### src/rtl/tlul_host_arb2_if.sv
// TL-UL channel types and the bundle of host/device ports seen by the two-host arbiter.
package tlul_pkg;

    localparam logic [2:0] PutFullData    = 3'h0;
    localparam logic [2:0] PutPartialData = 3'h1;
    localparam logic [2:0] Get            = 3'h4;
    localparam logic [2:0] AccessAck      = 3'h0;
    localparam logic [2:0] AccessAckData  = 3'h1;

    typedef struct packed {
        logic        a_valid;
        logic [2:0]  a_opcode;
        logic [2:0]  a_param;
        logic [1:0]  a_size;
        logic [7:0]  a_source;
        logic [31:0] a_address;
        logic [3:0]  a_mask;
        logic [31:0] a_data;
        logic [7:0]  a_user;
        logic        d_ready;
    } tl_h2d_t;

    typedef struct packed {
        logic        d_valid;
        logic [2:0]  d_opcode;
        logic [2:0]  d_param;
        logic [1:0]  d_size;
        logic [7:0]  d_source;
        logic        d_sink;
        logic [31:0] d_data;
        logic [7:0]  d_user;
        logic        d_error;
        logic        a_ready;
    } tl_d2h_t;

endpackage

interface tlul_host_arb2_if;
    tlul_pkg::tl_h2d_t h0_req_i;
    tlul_pkg::tl_d2h_t h0_rsp_o;
    tlul_pkg::tl_h2d_t h1_req_i;
    tlul_pkg::tl_d2h_t h1_rsp_o;
    tlul_pkg::tl_h2d_t dev_req_o;
    tlul_pkg::tl_d2h_t dev_rsp_i;

    // slave: the arbiter; master: whatever drives the hosts and models the device
    modport slave (
        input  h0_req_i, h1_req_i, dev_rsp_i,
        output h0_rsp_o, h1_rsp_o, dev_req_o
    );
    modport master (
        output h0_req_i, h1_req_i, dev_rsp_i,
        input  h0_rsp_o, h1_rsp_o, dev_req_o
    );
endinterface

### src/rtl/tlul_host_arb2.sv
// Round-robin arbiter sharing one TL-UL device port between two hosts, one transaction in
// flight, with a device-response timeout that returns a synthesized error to the owner.
module tlul_host_arb2 #(
    parameter int TIMEOUT_CYCLES = 1024,
    parameter int CNT_W          = 16
) (
    input  logic              clk_i,
    input  logic              rst_i,
    tlul_host_arb2_if.slave   bus,
    output logic [1:0]        gnt_o,
    output logic              timeout_o
);
    import tlul_pkg::*;

    typedef enum logic [2:0] {IDLE, ADDR, RESP, ERR, DRAIN} state_e;

    // TIMEOUT_CYCLES must fit in CNT_W bits.
    localparam logic [CNT_W-1:0] TO_LIMIT = CNT_W'(TIMEOUT_CYCLES);
    localparam bit               TO_EN    = (TIMEOUT_CYCLES != 0);

    state_e           state_q;
    logic             owner_q;
    logic             last_q;
    logic [1:0]       gnt_q;
    logic             timeout_q;
    logic [CNT_W-1:0] cnt_q;
    logic [7:0]       lat_source_q;
    logic [1:0]       lat_size_q;
    logic [2:0]       lat_opcode_q;

    tl_h2d_t host_req [2];
    tl_d2h_t host_rsp [2];
    tl_h2d_t own_req;
    tl_h2d_t win_req;
    tl_h2d_t dev_req;
    tl_d2h_t own_rsp;
    logic    grant_win;

    assign host_req[0]   = bus.h0_req_i;
    assign host_req[1]   = bus.h1_req_i;
    assign bus.h0_rsp_o  = host_rsp[0];
    assign bus.h1_rsp_o  = host_rsp[1];
    assign bus.dev_req_o = dev_req;
    assign gnt_o         = gnt_q;
    assign timeout_o     = timeout_q;

    // On a tie the host that did not win last time goes first.
    assign grant_win = (host_req[0].a_valid & host_req[1].a_valid) ? ~last_q
                                                                   : host_req[1].a_valid;
    assign win_req   = host_req[grant_win];
    assign own_req   = host_req[owner_q];

    always_comb begin
        dev_req = '0;
        own_rsp = '0;
        case (state_q)
            ADDR: begin
                dev_req         = own_req;
                dev_req.d_ready = 1'b0;
                own_rsp.a_ready = bus.dev_rsp_i.a_ready;
            end
            RESP: begin
                dev_req.d_ready = own_req.d_ready;
                own_rsp         = bus.dev_rsp_i;
                own_rsp.a_ready = 1'b0;
            end
            ERR: begin
                own_rsp.d_valid  = 1'b1;
                own_rsp.d_error  = 1'b1;
                own_rsp.d_data   = '1;
                own_rsp.d_source = lat_source_q;
                own_rsp.d_size   = lat_size_q;
                own_rsp.d_opcode = (lat_opcode_q == Get) ? AccessAckData : AccessAck;
            end
            DRAIN: begin
                dev_req.d_ready = 1'b1;
            end
            default: ;
        endcase
    end

    // Only the owner ever sees channel activity; own_rsp is all-zero outside ADDR/RESP/ERR.
    for (genvar gi = 0; gi < 2; gi++) begin : g_host_rsp
        assign host_rsp[gi] = (owner_q == 1'(gi)) ? own_rsp : '0;
    end

    always_ff @(posedge clk_i) begin
        if (rst_i) begin
            state_q      <= IDLE;
            owner_q      <= 1'b0;
            last_q       <= 1'b1;
            gnt_q        <= 2'b00;
            timeout_q    <= 1'b0;
            cnt_q        <= '0;
            lat_source_q <= '0;
            lat_size_q   <= '0;
            lat_opcode_q <= '0;
        end else begin
            timeout_q <= 1'b0;
            case (state_q)
                IDLE: begin
                    if (host_req[0].a_valid | host_req[1].a_valid) begin
                        owner_q      <= grant_win;
                        gnt_q        <= grant_win ? 2'b10 : 2'b01;
                        lat_source_q <= win_req.a_source;
                        lat_size_q   <= win_req.a_size;
                        lat_opcode_q <= win_req.a_opcode;
                        state_q      <= ADDR;
                    end
                end
                ADDR: begin
                    if (dev_req.a_valid & bus.dev_rsp_i.a_ready) begin
                        cnt_q   <= '0;
                        state_q <= RESP;
                    end
                end
                RESP: begin
                    // A response on the expiry cycle still completes normally.
                    if (bus.dev_rsp_i.d_valid) begin
                        if (own_req.d_ready) begin
                            last_q  <= owner_q;
                            gnt_q   <= 2'b00;
                            state_q <= IDLE;
                        end
                    end else if (TO_EN && (cnt_q == TO_LIMIT)) begin
                        timeout_q <= 1'b1;
                        state_q   <= ERR;
                    end else begin
                        cnt_q <= cnt_q + CNT_W'(1);
                    end
                end
                ERR: begin
                    if (own_req.d_ready) begin
                        last_q  <= owner_q;
                        gnt_q   <= 2'b00;
                        cnt_q   <= '0;
                        state_q <= DRAIN;
                    end
                end
                DRAIN: begin
                    // Absorb at most one late device response, bounded by the same timeout.
                    if (bus.dev_rsp_i.d_valid || (cnt_q >= TO_LIMIT)) begin
                        state_q <= IDLE;
                    end else begin
                        cnt_q <= cnt_q + CNT_W'(1);
                    end
                end
                default: state_q <= IDLE;
            endcase
        end
    end

endmodule

### src/flat_wrapper.sv
// flat-port wrapper written by rule: the top's interface ports become plain ports
module tlul_host_arb2_flat import tlul_pkg::*;
#(
    parameter int TIMEOUT_CYCLES = 1024,
    parameter int CNT_W          = 16
)
  (clk_i, rst_i, gnt_o, timeout_o, bus_h0_req_i, bus_h1_req_i, bus_dev_rsp_i, bus_h0_rsp_o, bus_h1_rsp_o, bus_dev_req_o);
  tlul_host_arb2_if bus_i ();
  input  logic clk_i;
  input  logic rst_i;
  output logic [1:0] gnt_o;
  output logic timeout_o;
  input wire logic [$bits(bus_i.h0_req_i)-1:0] bus_h0_req_i;
  input wire logic [$bits(bus_i.h1_req_i)-1:0] bus_h1_req_i;
  input wire logic [$bits(bus_i.dev_rsp_i)-1:0] bus_dev_rsp_i;
  output wire logic [$bits(bus_i.h0_rsp_o)-1:0] bus_h0_rsp_o;
  output wire logic [$bits(bus_i.h1_rsp_o)-1:0] bus_h1_rsp_o;
  output wire logic [$bits(bus_i.dev_req_o)-1:0] bus_dev_req_o;
  assign bus_i.h0_req_i = bus_h0_req_i;
  assign bus_i.h1_req_i = bus_h1_req_i;
  assign bus_i.dev_rsp_i = bus_dev_rsp_i;
  assign bus_h0_rsp_o = bus_i.h0_rsp_o;
  assign bus_h1_rsp_o = bus_i.h1_rsp_o;
  assign bus_dev_req_o = bus_i.dev_req_o;
  tlul_host_arb2 #(.TIMEOUT_CYCLES(TIMEOUT_CYCLES), .CNT_W(CNT_W)) u_core (.clk_i(clk_i), .rst_i(rst_i), .bus(bus_i), .gnt_o(gnt_o), .timeout_o(timeout_o));
endmodule
### config.mk
export PLATFORM = sky130hd
export DESIGN_NAME = tlul_host_arb2_flat
export DESIGN_NICKNAME = d
export VERILOG_FILES = /design/src/rtl/tlul_host_arb2_if.sv /design/src/rtl/tlul_host_arb2.sv /design/src/flat_wrapper.sv
export SDC_FILE = /design/constraint.sdc
export NUM_CORES = 1
export LEC_CHECK = 0
export ABC_AREA = 1
export CAP_MARGIN = 20
export CORE_AREA = 2 2 179 181
export DETAILED_ROUTE_END_ITERATION = 6
export DIE_AREA = 0 0 181 183
export GPL_TIMING_DRIVEN = 0
export RECOVER_POWER = 50
export SYNTH_ARGS = -nofsm -noshare
export SYNTH_HDL_FRONTEND = slang
export SYNTH_SLANG_ARGS = --single-unit
export TNS_END_PERCENT = 30
### constraint.sdc
create_clock -name clk_i -period 1.9 [get_ports clk_i]
set_input_delay 0.38 -clock clk_i [delete_from_list [all_inputs] [get_ports clk_i]]
set_output_delay 0.38 -clock clk_i [all_outputs]
set_load 0.005 [all_outputs]
## Word-level counts from Yosys, hierarchy flattened

Index checks and enable logic that the tools add are counted.

| word-level totals | value |
|---|---|
| RAM bits | 0 |
| register bits after elaboration | 37 |
| output and inout bits | 217 |
| bits of input ports | 250 |
| bits in latches | 0 |
| bits in read-only memories | 0 |
| memories kept | 0 |

| cells by class | value |
|---|---|
| multiplexer cells | 43 |
| div/mod/pow operators | 0 |
| order comparisons | 3 |
| equality and inequality tests | 16 |
| shift operators | 0 |
| bitwise logic cells | 7 |
| multipliers | 0 |
| $add $sub $neg | 1 |
| reductions and logical operators | 11 |

Operator list:

| operator | number |
|---|---|
| 2-to-1 mux 93 bit | 4 |
| 2-to-1 mux 94 bit | 3 |
| 2-to-1 mux 60 bit | 2 |
| 2-to-1 mux 16 bit | 5 |
| one-hot mux 16 bit (4 select lines) | 1 |
| one-hot mux 32 bit (2 select lines) | 1 |
| 2-to-1 mux 3 bit | 8 |
| one-hot mux 10 bit (2 select lines) | 1 |
| adder 16 x 1 -> 16 bit, second input constant | 1 |
| == test 16 x 11 -> 1 bit, second input constant | 1 |
| greater-or-equal comparator 16 x 11 -> 1 bit, second input constant | 1 |
| one-hot mux 3 bit (5 select lines) | 1 |
| AND reduction 6 bit | 2 |
| 2-to-1 mux 2 bit | 4 |
| 2-to-1 mux 8 bit | 1 |
| != test 2 x 1 -> 1 bit, second input constant | 4 |
| != test 2 bit, second input constant | 4 |
| one-hot mux 4 bit (2 select lines) | 1 |
| 2-to-1 mux 1 bit | 7 |
| == test 3 x 2 -> 1 bit, second input constant | 2 |
| == test 3 bit, second input constant | 2 |
| != test 3 x 2 -> 1 bit, second input constant | 2 |
| one-hot mux 1 bit (2 select lines) | 3 |
| one-hot mux 2 bit (3 select lines) | 1 |
| 14 further kinds | 19 |

## Logic depth before layout (Yosys ltp)

Gate-level depths: netlist of run 1.

| logic depth | value |
|---|---|
| depth in word-level cells | 8 |
| depth in mapped cells | 11 |

## Worst setup path after synthesis of run 1

OpenSTA, ideal clock, no wires.

| path | value |
|---|---|
| kind | register to output |
| from | register u_core.owner_q |
| to | output port bus_dev_req_o[74] |
| data required time | 1,520 ps |
| buffers on the path | 3 |
| arrival | 1,318 ps |
| setup slack | 202 ps |
| stages on the path, launching flop included | 6 |
| cell sequence | dfxtp_1 -> buf_2 -> clkbuf_1 -> clkbuf_1 -> nand2_1 -> a21oi_1 |

| on the way | value |
|---|---|
| cells in the longest elaborated chain, start to end | 5 |

RTL lines:

| item | line | source |
|---|---|---|
| start, declared | tlul_host_arb2.sv:22 | `logic owner_q;` |
| start signal, assigned | tlul_host_arb2.sv:103 | `owner_q <= grant_win;` |
| inverter 1 -> 2 bit (implied by the code) | tlul_host_arb2.sv:51 | `assign own_req = host_req[owner_q];` |
| 2-to-1 mux 94 bit (implied by the code) (3 in series) | tlul_host_arb2.sv:51 |  |
| 2-to-1 mux 93 bit | tlul_host_arb2.sv:56 | `case (state_q)` |
| end, declared | flat_wrapper.sv:18 | `output wire logic [$bits(bus_i.dev_req_o)-1:0] bus_dev_req_o;` |

Every way passes these cells. The select of a mux whose other input is x is not followed.

## Worst setup path after layout of run 1

| path | value |
|---|---|
| from | register u_core.state_q[2] |
| to | output port bus_dev_req_o[74] |

| on the way | value |
|---|---|
| cells in the longest elaborated chain, start to end | 2 |

RTL lines:

| item | line | source |
|---|---|---|
| start, declared | tlul_host_arb2.sv:21 | `state_e state_q;` |
| start signal, assigned | tlul_host_arb2.sv:89 | `state_q <= IDLE;` |
| start signal, assigned | tlul_host_arb2.sv:108 | `state_q <= ADDR;` |
| start signal, assigned | tlul_host_arb2.sv:114 | `state_q <= RESP;` |
| == test 3 x 1 -> 1 bit | tlul_host_arb2.sv:56 |  |
| 2-to-1 mux 93 bit | tlul_host_arb2.sv:56 |  |

Every way passes these cells.

==> results of run 1 <==
## power by group through the flow
stage,sequential (mW),combinational (mW),clock (mW)
after floorplan,1.07,2.59,0
after global placement,1.13,5.76,0
after detailed placement,1.14,5.78,0
after CTS,1.17,7.04,1.11
after global routing,1.20,8.81,1.15
final,1.18,8.23,1.11
## cells in the final DEF (no fill, tap or decap), types with 20 or more instances in the layout
master	count
buf_6	38
inv_1	55
nor3_2	22
clkbuf_2	26
buf_2	179
a21oi_4	20
dfxtp_1	33
nand2_1	275
a21oi_2	61
nor2_1	123
buf_4	41
nand3_1	20
clkdlybuf4s50_1	247
a21oi_1	51
## flip-flops by register name, summed over array words and instances (netlist names)
signal / count
u_core.lat_size_q: 2
u_core.owner_q: 1
u_core.timeout_o: 1
u_core.state_q: 3
u_core.lat_source_q: 8
u_core.gnt_o: 2
u_core.lat_opcode_q: 3
u_core.last_q: 1
u_core.cnt_q: 16
## layout make-up
| type | count | area, um^2 | share of cell area |
|---|---|---|---|
| repair buffers | 541 | 4570 | 0.402 |
| inverters | 63 | 256 | 0.0226 |
| multi-input cells | 711 | 4260 | 0.375 |
| diodes | 1 | 2.50 | 0.000220 |
| well taps | 402 | 503 | 0.0443 |
| clock buffers | 5 | 125 | 0.0110 |
| plain buffers | 65 | 816 | 0.0718 |
| flip-flops and latches | 37 | 756 | 0.0665 |
| clock inverters | 3 | 65.1 | 0.00573 |
## worst register-to-register path: cells and delay by family, from the launching register on
| family | cells | cell delay (ns) |
|---|---|---|
| compound gates | 2 | 0.47 |
| buf+inv | 5 | 0.68 |
| flops | 1 | 0.35 |
| simple gates | 3 | 0.34 |
## metrics by stage
step / area, um^2 / total power, mW / utilization / setup WS, ns / TNS (ns)
global route: 11400 / 11.2 / 0.364 / -0.246 / -31.33
finish: 11400 / 10.5 / 0.364 / -0.189 / -16.42
CTS: 10600 / 9.32 / 0.340 / -0.215 / -30.07
detailed placement: 9570 / 6.91 / 0.306 / -1.36 / -208.61
floorplan: 4410 / 3.67 / - / 0.202 / 0
global placement: 9570 / 6.89 / 0.306 / -1.27 / -202.56
## layer usage
layer	part of all wire	vias to the layer above	track usage	wire [um]
li1	-	3946	-	-
met1	0.41	3784	0.235	14400
met2	0.47	361	0.319	16500
met3	0.11	52	0.0796	3780
met4	0.020	4	0.0520	697
met5	0.00048	-	0	17
## what timing repair did
| action | 4_1_cts | 5_1_grt |
|---|---|---|
| gates cloned | 8 | 4 |
| gates resized for setup | 1104 | 298 |
| pin swaps | 55 | 75 |
| setup endpoints to repair | 242 | 249 |
| buffers inserted | 53 | 12 |
## cells by family after synthesis
| group | after synthesis | share of synthesized area |
|---|---|---|
| AND/OR/NAND/NOR | 507 | 0.469 |
| AO/OA/AOI/OAI | 200 | 0.235 |
| buffers and inverters | 131 | 0.119 |
| flip-flops | 37 | 0.168 |
| XOR/XNOR | 2 | 0.00397 |
| adder cells (fa/ha/maj) | 2 | 0.00567 |
## worst paths after layout
| path | startpoint | to | slack [ns] | depth (start not counted) |
|---|---|---|---|---|
| worst max register to register | u_core.state_q[0] | u_core.owner_q | -0.10 | 10 |
| worst min register to register | u_core.gnt_o[0] | u_core.gnt_o[0] | 0.47 | 2 |
| worst min-delay path | u_core.gnt_o[0] | u_core.gnt_o[0] | 0.47 | 2 |
| worst max-delay path | u_core.state_q[2] | bus_dev_req_o[74] | -0.19 | 6 |
==> impl_metrics.tcl, run 1 <==
set metrics [dict create \
    failed_checks "negative setup slack" \
    synth.distinct_cells 27 \
    yosys.area.top_type "nand2_1" \
    relSlewSlack 0.681 \
    synth_edf_count 0 \
    drc 0 \
    ctsHoldBuffers 0 \
    yosys-top-cells-count "280 x nand2_1, 146 x nor2_1, 132 x a21oi_1" \
    grt_max_degree 13 \
    report.final.slew_viol_count 0 \
    cp_data_arrival_time_ns 1.71 \
    crit_path_frequent_cell "clkbuf_16" \
    rows 65 \
    ir_drop_mv 0.435 \
    timing.hold.ws_ns 0.468 \
    fillCellCount 3303 \
    worst_path_max_delay_cell "dfxtp_4" \
    gr-total-overflow 0 \
    status "complete, but fails checks" \
    drive_above_1_share 0.388 \
    grt_pass1_wl_mm 48.9 \
    worst_slack_ns -0.189 \
    period_needed_ns 2.09 \
    post_drt_wl_per_cell_um 19.4 \
    crit_chain "nor3_4 -> inv_4 -> clkbuf_16 -> clkbuf_16 -> a21oi_4 -> buf_2" \
    ys_warn_count 0 \
    yosysMostFrequentCell "nand2_1" \
    start_util 0.141 \
    p_per_area_nw_per_um2 926 \
    p_leak_nw 5.14 \
    cts_tree "yes" \
    antenna_found_initial 3 \
    ys_seq_area_frac 0.168 \
    switching_power_mw 4.90 \
    finalWirelength_mm 35.4 \
    finalClockSkew_ns 0.00255 \
    dieArea_um2 33100 \
    setup_viol 184 \
    cts_sinks 37 \
    die_y_um 183 \
    clk_path_buf_depth 2 \
    synthTopCellsByArea "nand2_1 24%, dfxtp_1 17%, a21oi_1 15%" \
    internal_power_mw 5.61 \
    place_inst 1746 \
    pwr-share-seq 0.112 \
    synth_cells 879 \
    syn_avg_cell_area_um2 5.02 \
    tightest_slew_ns 0.479 \
    period_share 1.10 \
    power_frac_comb 0.783 \
    syn-cell-area_um2 4410 \
    cts_buffers 5 \
    worstPathMaxFanout 6 \
    rsz0062_at_grt "yes" \
    hold_path.class "flip-flop to flip-flop" \
    insertion_delay_ns 0.29 \
    maxCapViolCount 0 \
    cp.buffers_inverters 4 \
    fin_nets 1676 \
    yosysTopAreaCellShare 0.238 \
    place_congestion 0.927 \
    fin_cells 1828 \
    cp-end-kind "output pin" \
    async_reset_ff_frac 0 \
    fp.dieW_um 181 \
    critPathKind "flip-flop to output pin" \
    vias 8147 \
    cts-root-buf "clkbuf_16" \
    clkPwrFrac 0.105 \
    cts-htree-levels 2 \
    critPathLaunchType "flip-flop" \
    worstPathRequired_ns 1.52 \
    coreArea_um2 31200 \
    antenna_left 0 \
    drtPass1Iterations 5 \
    ys_seq_elements 37 \
    synth_nets 1131 \
    synthFlopType "dfxtp_1" \
    dp_hpwl_mm 27.3 \
    io_buffer_count 465 \
    switching_share 0.466 \
    grtUsageTotal 0.194 \
    crit_path_max_incr_delay_ns 0.38 \
    viasPerCell 4.46 \
    drt_first_iter_violations 474 \
    hold_viol_final 0 \
    cp_top_family "buffers and inverters" \
    area_growth_pct 158 \
    fmax_mhz 479 \
    pin_count 467 \
    path_clk_slew_ns 0.06 \
    grt_pass1_vias 7887 \
]
Note: power is estimated with default switching activity, not from simulation.
==> run 2: changes to the inputs <==
--- a/config.mk
+++ b/config.mk
@@ -7,9 +7,9 @@
 export LEC_CHECK = 0
 export ABC_AREA = 1
 export CAP_MARGIN = 20
-export CORE_AREA = 2 2 179 181
+export CORE_AREA = 2 2 181 183
 export DETAILED_ROUTE_END_ITERATION = 6
-export DIE_AREA = 0 0 181 183
+export DIE_AREA = 0 0 183 185
 export GPL_TIMING_DRIVEN = 0
 export RECOVER_POWER = 50
 export SYNTH_ARGS = -nofsm -noshare
==> constraint.sdc (replaced) <==
create_clock -name clk_i -period 2.5 [get_ports clk_i]
set_input_delay 0.5 -clock clk_i [delete_from_list [all_inputs] [get_ports clk_i]]
set_output_delay 0.5 -clock clk_i [all_outputs]
set_load 0.005 [all_outputs]
==> run 2 against run 1 <==
Net effect:
- the run still ends with negative setup slack left
- clock skew up 0.0040 ns
- sequential cell count unchanged
- hold slack better by 0.020 ns
- combinational power down 44%
- clock power down 33%
- non-clock buffer count down 60
- largest power group unchanged
- sequential power down 25%
- critical path type is now primary input to output pin
- global-route usage down 1.3 points
- power down 41%
- first-iteration DRC count down 22%
- register-to-register slack better by 0.61 ns
==> impl_metrics.tcl, run 2 (same netlist as run 1, synthesis figures left out) <==
set metrics [dict create \
    grt_max_degree 12 \
    ir_drop_mv 0.355 \
    antenna_found_initial 4 \
    r2r_start "u_core.state_q[0]" \
    maxCapViolCount 0 \
    fin_cells 1776 \
    place_inst 1752 \
    cp_data_arrival_time_ns 2.01 \
    reg2reg_depth 11 \
    hold_path.class "flip-flop to flip-flop" \
    fin_nets 1616 \
    report.final.slew_viol_count 0 \
    whs_path_depth 2 \
    vias 7718 \
    pre_cts_ws_ns -0.824 \
    antenna_left 0 \
    hold-path-endpoint "u_core.gnt_o[1]" \
    coreArea_um2 32000 \
    hold_viol_final 0 \
    cts_tree "yes" \
    tightest_slew_ns 0.616 \
    cts-root-buf "clkbuf_16" \
    post_drt_wl_per_cell_um 18.8 \
    finalPower_mw 6.24 \
    period_share 1.00 \
    p_leak_nw 4.74 \
    rsz0062_at_grt "yes" \
    viasPerCell 4.35 \
    worst_slack_ns -0.0116 \
    min-delay-start "u_core.gnt_o[1]" \
    final_cell_mix "337 x clkdlybuf4s50_1, 280 x nand2_1, 143 x nor2_1" \
    insertion_delay_ns 0.28 \
    fmax_mhz 398 \
    worst_path_max_delay_cell "dlygate4sd3_1" \
    place_congestion 0.927 \
    failed_checks "negative setup slack" \
    timing.rr.end "u_core.cnt_q[0]" \
    worstPathMaxFanout 4 \
    dieArea_um2 33900 \
    gr-total-overflow 0 \
    fp.dieW_um 183 \
    p_per_area_nw_per_um2 614 \
    cts_buffers 5 \
    dp_hpwl_mm 28.2 \
    drive_above_1_share 0.0872 \
    cp-end-kind "output pin" \
    r2r_setup_slack_ns 0.51 \
    worstPathRequired_ns 2.00 \
    critPathLaunchType "primary input" \
    status "complete, but fails checks" \
    ctsHoldBuffers 0 \
    finalClockSkew_ns 0.00657 \
    crit_path_frequent_cell "nor2_4" \
    clk_path_buf_depth 2 \
    path_clk_slew_ns 0.06 \
    grt_pass1_vias 7278 \
    drtPass1Iterations 5 \
    die_y_um 185 \
    grtUsageTotal 0.181 \
    relSlewSlack 0.589 \
    cts_sinks 37 \
    io_buffer_count 465 \
    setup_viol 1 \
    period_needed_ns 2.51 \
    fin_setup_tns_ns -0.0116 \
    rows 66 \
    largest_register "u_core.cnt_q" \
    crit_path_max_incr_delay_ns 0.59 \
    start_util 0.138 \
    drt_first_iter_violations 369 \
    finalWirelength_mm 33.5 \
    crit_chain "dlygate4sd3_1 -> inv_1 -> nor2_4 -> nor2_4 -> nor2_1 -> clkdlybuf4s50_1" \
    grt_pass1_wl_mm 45.9 \
    pin_count 467 \
    cts-htree-levels 2 \
    critPathKind "primary input to output pin" \
    final_common_cell "clkdlybuf4s50_1" \
    area_growth_pct 131 \
    largestRegisters "u_core.cnt_q: 16 flops, u_core.lat_source_q: 8 flops" \
    drc 0 \
    largest_reg_flops 16 \
]
-- run 2: cell count changes in the layout (fill, tap and decap cells not counted), sizes merged --
| cell | previous run | this run |
|---|---|---|
| clkdlybuf4s15 | 3 | 2 |
| dlymetal6s4s | 0 | 1 |
| dlygate4sd3 | 3 | 5 |
| clkinv | 1 | 0 |
| dlygate4sd2 | 6 | 100 |
| dlymetal6s2s | 1 | 15 |
| buf | 291 | 36 |
| diode | 1 | 3 |
| clkbuf | 60 | 55 |
| bufinv | 2 | 1 |
| clkdlybuf4s25 | 0 | 2 |
| clkdlybuf4s50 | 247 | 337 |
-- run 2: worst max-delay path: cells and delay by family --
kind                   cells  cell delay (ns)
buffers and inverters      3             1.22
and+or+nand+nor            3             0.29
-- run 2: per-layer routing --
layer / GRT usage / up-vias / part of all wire
met5: 0 / - / 0.00039
met4: 0.0381 / 2 / 0.013
met3: 0.0702 / 24 / 0.10
met2: 0.293 / 364 / 0.45
met1: 0.228 / 3507 / 0.43
li1: - / 3821 / -
-- run 2: through the flow --
stage / hold slack [ns] / cell area [um^2] / utilization
2_1_floorplan: 0.453 / 4410 / -
3_5_place_dp: 0.486 / 9580 / 0.299
5_1_grt: 0.518 / 10200 / 0.317
6_report: 0.488 / 10200 / 0.317
3_3_place_gp: 0.480 / 9580 / 0.299
4_1_cts: 0.498 / 10000 / 0.313
-- run 2: final cells by class --
| class | instances | area, um^2 |
|---|---|---|
| Fill cell | 3548 | 21900 |
| Timing Repair Buffer | 478 | 4670 |
| Multi-Input combinational cell | 711 | 3300 |
| Sequential cell | 37 | 751 |
| Buffer | 68 | 513 |
| Tap cell | 408 | 510 |
| Inverter | 63 | 241 |
| Clock buffer | 7 | 143 |
| Clock inverter | 1 | 30.0 |
| Antenna cell | 3 | 7.51 |
-- run 2: power by group --
| part | switching (mW) | internal (mW) |
|---|---|---|
| combinational | 2.49 | 2.13 |
| sequential | 0.143 | 0.741 |
| clock | 0.247 | 0.499 |
| total | 2.87 | 3.37 |
-- run 2: how the worst max path moves through the flow --
| stage | startpoint | end | slack [ns] |
|---|---|---|---|
| CTS | u_core.state_q[0] | bus_dev_req_o[5] | -0.12 |
| finish | bus_dev_rsp_i[59] | bus_h0_rsp_o[59] | -0.01 |
| global route | u_core.state_q[0] | bus_h1_rsp_o[43] | -0.07 |
| detailed placement | u_core.owner_q | bus_dev_req_o[74] | -0.82 |
| floorplan | u_core.owner_q | bus_dev_req_o[74] | 0.68 |
| global placement | u_core.owner_q | bus_dev_req_o[74] | -0.78 |
-- run 2: timing repair --
action / CTS / global route
pin swaps: 13 / 7
endpoints found under the setup margin: 214 / 94
resized for setup: 247 / 53
buffers inserted: 6 / 7
==> run 3: changes to the inputs <==
--- a/config.mk
+++ b/config.mk
@@ -10,6 +10,7 @@
 export CORE_AREA = 2 2 181 183
 export DETAILED_ROUTE_END_ITERATION = 6
 export DIE_AREA = 0 0 183 185
+export GPL_ROUTABILITY_DRIVEN = 0
 export GPL_TIMING_DRIVEN = 0
 export RECOVER_POWER = 50
 export SYNTH_ARGS = -nofsm -noshare
==> results of run 3 <==
Same layout as run 2: the final DEF is identical, and so are final timing and power.
